### src/rtl/rgb_block_ctrl.sv
// Block-order read address generator for planar R/G/B pixel memories.
// Define RGB_BLOCK_CTRL_SIZECHK_EN to reject image sizes that are unsupported instead of truncating them.
module rgb_block_ctrl #(
    parameter int ADDR_W = 20,
    parameter int BLK    = 8
) (
    input  logic              clk,
    input  logic              rst,
    input  logic              start,
    input  logic [31:0]       size_x,
    input  logic [31:0]       size_y,
    input  logic              pix_ready,
    output logic              rd_en,
    output logic [ADDR_W-1:0] rd_addr,
    output logic              pix_valid,
    output logic              finish_64,
    output logic              finish,
    output logic              busy,
    output logic              err
);

    localparam int LOG2 = $clog2(BLK);

    typedef enum logic [1:0] {IDLE, CHECK, RUN, DRAIN} state_t;

    state_t            state, state_next;
    logic [31:0]       sx, sy;
    logic [31:0]       sx_eff, sy_eff;
    logic [31:0]       nbx_last, nby_last;
    logic              size_bad, size_empty;
    logic [LOG2-1:0]   px, py;
    logic [31:0]       bx, by;
    logic [ADDR_W-1:0] addr, row_start, blk_start, blk_row;
    logic [ADDR_W-1:0] stride, blk_stride;
    logic              last_px, last_py, last_bx, last_by, last_pix;
    logic              advance;

`ifdef RGB_BLOCK_CTRL_SIZECHK_EN
    always_comb begin
        sx_eff     = sx;
        sy_eff     = sy;
        size_empty = 1'b0;
        size_bad   = (sx == 32'd0) || (sy == 32'd0) ||
                     (sx[LOG2-1:0] != '0) || (sy[LOG2-1:0] != '0) ||
                     (sx > 32'd1024) || (sy > 32'd1024);
    end

    assign err = (state == CHECK) && size_bad;
`else
    // Sizes are rounded down to whole blocks; a zero-block image completes without reads.
    always_comb begin
        sx_eff     = sx & ~32'(BLK - 1);
        sy_eff     = sy & ~32'(BLK - 1);
        size_bad   = 1'b0;
        size_empty = (sx_eff == 32'd0) || (sy_eff == 32'd0);
    end

    assign err = 1'b0;
`endif

    assign nbx_last   = (sx_eff >> LOG2) - 32'd1;
    assign nby_last   = (sy_eff >> LOG2) - 32'd1;
    assign stride     = ADDR_W'(sx_eff);
    assign blk_stride = ADDR_W'(sx_eff << LOG2);

    assign last_px  = (px == LOG2'(BLK - 1));
    assign last_py  = (py == LOG2'(BLK - 1));
    assign last_bx  = (bx == nbx_last);
    assign last_by  = (by == nby_last);
    assign last_pix = last_px && last_py && last_bx && last_by;
    assign advance  = (state == RUN) && pix_ready;

    assign rd_addr = addr;
    assign busy    = (state != IDLE);

    always_ff @(posedge clk or posedge rst) begin
        if (rst) begin
            state <= IDLE;
        end else begin
            state <= state_next;
        end
    end

    always_comb begin
        state_next = state;
        rd_en      = 1'b0;
        case (state)
            IDLE: begin
                if (start) begin
                    state_next = CHECK;
                end
            end
            CHECK: begin
                if (size_bad) begin
                    state_next = IDLE;
                end else if (size_empty) begin
                    state_next = DRAIN;
                end else begin
                    state_next = RUN;
                end
            end
            RUN: begin
                rd_en = pix_ready;
                if (pix_ready && last_pix) begin
                    state_next = DRAIN;
                end
            end
            DRAIN: begin
                state_next = IDLE;
            end
            default: begin
                state_next = IDLE;
            end
        endcase
    end

    // Scan position and addresses; row and block bases step by adds only.
    always_ff @(posedge clk or posedge rst) begin
        if (rst) begin
            sx        <= '0;
            sy        <= '0;
            px        <= '0;
            py        <= '0;
            bx        <= '0;
            by        <= '0;
            addr      <= '0;
            row_start <= '0;
            blk_start <= '0;
            blk_row   <= '0;
        end else if ((state == IDLE) && start) begin
            sx        <= size_x;
            sy        <= size_y;
            px        <= '0;
            py        <= '0;
            bx        <= '0;
            by        <= '0;
            addr      <= '0;
            row_start <= '0;
            blk_start <= '0;
            blk_row   <= '0;
        end else if (advance) begin
            if (!last_px) begin
                px   <= px + LOG2'(1);
                addr <= addr + ADDR_W'(1);
            end else if (!last_py) begin
                px        <= '0;
                py        <= py + LOG2'(1);
                row_start <= row_start + stride;
                addr      <= row_start + stride;
            end else if (!last_bx) begin
                px        <= '0;
                py        <= '0;
                bx        <= bx + 32'd1;
                blk_start <= blk_start + ADDR_W'(BLK);
                row_start <= blk_start + ADDR_W'(BLK);
                addr      <= blk_start + ADDR_W'(BLK);
            end else if (!last_by) begin
                px        <= '0;
                py        <= '0;
                bx        <= '0;
                by        <= by + 32'd1;
                blk_row   <= blk_row + blk_stride;
                blk_start <= blk_row + blk_stride;
                row_start <= blk_row + blk_stride;
                addr      <= blk_row + blk_stride;
            end
        end
    end

    always_ff @(posedge clk or posedge rst) begin
        if (rst) begin
            pix_valid <= 1'b0;
            finish_64 <= 1'b0;
            finish    <= 1'b0;
        end else begin
            pix_valid <= rd_en;
            finish_64 <= rd_en && last_px && last_py;
            finish    <= (rd_en && last_pix) ||
                         ((state == CHECK) && !size_bad && size_empty);
        end
    end

endmodule

### config.mk
export PLATFORM = sky130hd
export DESIGN_NAME = rgb_block_ctrl
export DESIGN_NICKNAME = d
export VERILOG_FILES = /design/src/rtl/rgb_block_ctrl.sv
export SDC_FILE = /design/constraint.sdc
export NUM_CORES = 1
export LEC_CHECK = 0
export BUFFER_PORTS_ARGS = -buffer_cell sky130_fd_sc_hd__buf_2
export CAP_MARGIN = 20
export CORE_MARGIN = 2
export CORE_UTILIZATION = 66
export DETAILED_ROUTE_END_ITERATION = 7
export PLACE_DENSITY_LB_ADDON = 0.25
export SLEW_MARGIN = 10
export SYNTH_ARGS = -nofsm -noshare
export SYNTH_HDL_FRONTEND = slang
export SYNTH_SLANG_ARGS = --single-unit
### constraint.sdc
create_clock -name clk -period 20.8 [get_ports clk]
set_input_delay 6.24 -clock clk [delete_from_list [all_inputs] [get_ports clk]]
set_output_delay 6.24 -clock clk [all_outputs]
set_load 0.005 [all_outputs]
==> results by group <==
Final layout
  • Layout Cells excl Fill: 1975
  • Area delta synth->final: 9.74%
  • Layout Nets: 1794
  • Layout cells sized above 1: 10.7%
  • Most frequent cells in the layout: nand2_1, dfrtp_1, nor2_1, buf_2, xnor2_1
  • Most common cell after layout, fill and taps aside: nand2_1
  • Fin area: 15300 um2

Worst setup path
  • Critical path arrival: 7.20 ns
  • Peak fanout along the critical path: 15
  • Worst Reg-to-Reg Cells: 13
  • CP Class: input pin to primary output
  • CP Data Required Time: 14.56 ns
  • CP Capture Type: primary output
  • CP Launch Type: input pin

Run status
  • Status: finished clean

Floorplanning
  • Core outline area: 20900 um2
  • Die height: 149 um
  • Row count: 53
  • Initial Util: 66.8%
  • Die ar.: 22300 um2
  • Die W: 149 um
  • IO Pins: 94

Min path
  • WHS Path Cells: 1
  • Hold crit path type: flop to flop

Timing
  • Final min period: 13.44 ns
  • Setup violators final: 0
  • Slew HR: 29.5%
  • Period utilisation layout: 64.6%
  • Clock Skews: 0.00803 ns
  • Slew Limit Fails: 0
  • Slew @ Worst Pin: 1.06 ns
  • Final sum of negative setup slack: 0 ns
  • Fmax: 0.0744 GHz
  • RSZ-0062 raised after global routing: false
  • Worst setup margin: 7.36 ns
  • Fin. Hold Viols: 0

Synthesis
  • Mapped Cells: 1639
  • Simple-Gate Fraction of Synth Area: 28.2%
  • Yosys top cell area share: 37.1%
  • YS warnings: 0
  • Syn_nets: 1752
  • Compound-Gate Fraction of Synth Area: 14.9%
  • Yosys cell types: 89
  • Multiplexer share of the synthesized area: 3.20%
  • Post-Syn Area: 13900 um2
  • Xor and xnor area share after synthesis: 8.73%
  • Synth Area in Adders: 4.15%
  • Post-synthesis sequential area ratio: 37.1%
  • Largest area contributor in the netlist: dfrtp_1
  • Seq cells post-synth: 207
  • Largest family of logic cells by synthesized area: simple AND/OR/NAND/NOR gates
  • Top cells by area, synth: dfrtp_1, nand2_1, xnor2_1, ha_1, nor2_1
  • Commonest register cell after synthesis: dfrtp_1
  • Avg Inst Size Synth: 8.51 um2
  • Synth async-reset ratio: 100%
  • Number of synthesized flops with an enable pin: 0

CTS
  • H-tree depth: 1
  • Longest Clk Path Bufs: 3
  • Setup bufs post-CTS: 0
  • # clock sinks: 207
  • Reg clk slew, reported paths: 0.06 ns
  • Clock latency on the worst-skew pair: 0.52 ns
  • TritonCTS buffer count: 24
  • CTS resizes: 0
  • CTS tree: built
  • Root buf cell: clkbuf_16
  • Hold_buf cts: 0

Flow run
  • Max Cap Viol: 0

Global routing
  • Number of global-route vias before repair: 12023
  • First-pass GRT wire length: 60.6 mm
  • GRT overflow: 0
  • Largest net degree at the start of global routing: 136
  • Antenna violations before repair: 1
  • Total GRT Usage: 33.4%

Placed design
  • Placed Area: 14500 um2
  • # port buffers: 86
  • DP HPWL: 25.6 mm
  • Post-place setup slack: 7.39 ns
  • Routability cong.: 0.932
  • Placed Instances: 1929

Routing
  • Vias/cell: 6.43
  • Post-Route WL: 37.2 mm
  • DRC: 0
  • DRT Pass-1 Iters: 5
  • Routed len/inst: 18.8 um
  • Post-route ant nets: 0
  • Initial DRC count: 1312
  • Via count: 12699

Power
  • Pleak: 0.00720 uW
  • Power Total: 1080 uW
  • Pwr per Cell Area: 70.8 nW/um2
  • Peak VDD IR: 0.0765 mV
==> through the flow <==
step                      hold slack [ns]  util [%]
after floorplan                     0.453         -
after global placement              0.469      69.2
after detailed placement            0.471      69.2
after CTS                           0.490      73.2
after global routing                0.513      73.3
final                               0.491      73.3
==> state kept, by name, indices dropped and copies added (netlist names), 14 cells and up <==
| signal | count |
|---|---|
| sy | 29 |
| blk_row | 14 |
| rd_addr | 20 |
| row_start | 20 |
| sx | 29 |
| bx | 32 |
| by | 32 |
| blk_start | 20 |
==> critical path: stages <==
cell and delay, ns:
buf_2 0.11, nand2_1 0.45, inv_1 0.22, buf_2 0.18
==> cell families after synthesis <==
logic type | count (synthesis)
compound gates | 305
mux | 44
flops | 207
other cells | 1
buf+inv | 122
fa+ha+maj | 45
xor+xnor | 139
simple gates | 776
==> cells in the mapped netlist (10+ instances only) <==
master / instances
nand2_1: 281
dfrtp_1: 207
nor2_1: 139
xnor2_1: 83
a21oi_1: 80
o21ai_0: 68
nor3_1: 65
xor2_1: 56
nand3_1: 52
clkbuf_1: 46
ha_1: 43
inv_1: 39
mux2i_1: 39
and3_1: 35
nand4_1: 30
nor4_1: 24
or3_1: 21
or4_1: 20
and2_1: 18
buf_2: 17
a21o_1: 16
nand3b_1: 12
a211o_1: 11
a31oi_1: 11
buf_1: 11
a22o_1: 10
o211ai_1: 10
==> per-layer routing <==
| layer | global-route usage [%] | part of all wire [%] | routed length (um) | vias up |
|---|---|---|---|---|
| met5 | 0 | 0 | 0 | - |
| met4 | 11.7 | 3.5 | 1300 | 0 |
| met3 | 4.89 | 7.9 | 2920 | 92 |
| met2 | 53.1 | 46 | 17100 | 491 |
| met1 | 46.9 | 43 | 15800 | 6157 |
| li1 | - | - | - | 5959 |
==> where the power goes <==
group	switching [uW]	total, uW	internal, uW
sequential	31.8	461	429
combinational	90.9	172	81.1
clock	175	451	277
total	297	1080	787
==> final cells by class <==
type / count / area (um2)
clock buffers: 32 / 672
flip-flops and latches: 207 / 5180
diodes: 1 / 2.50
fillers: 1611 / 5590
clock inverters: 12 / 166
multi-input cells: 1310 / 8260
inverters: 40 / 158
repair buffers: 98 / 520
well taps: 275 / 344
==> worst paths after layout <==
| path | start | to | slack, ns |
|---|---|---|---|
| setup / recovery | pix_ready | rd_en | 7.36 |
| hold / removal | blk_start[2] | blk_start[2] | 0.49 |
| setup reg to reg | sy[3] | rd_addr[19] | 15.53 |
| hold reg to reg | blk_start[2] | blk_start[2] | 0.49 |
| max in group asynchronous | rst | rd_addr[3] | 13.33 |
| min in group asynchronous | rst | sx[25] | 5.92 |
Power figures use the tool's default switching activity.
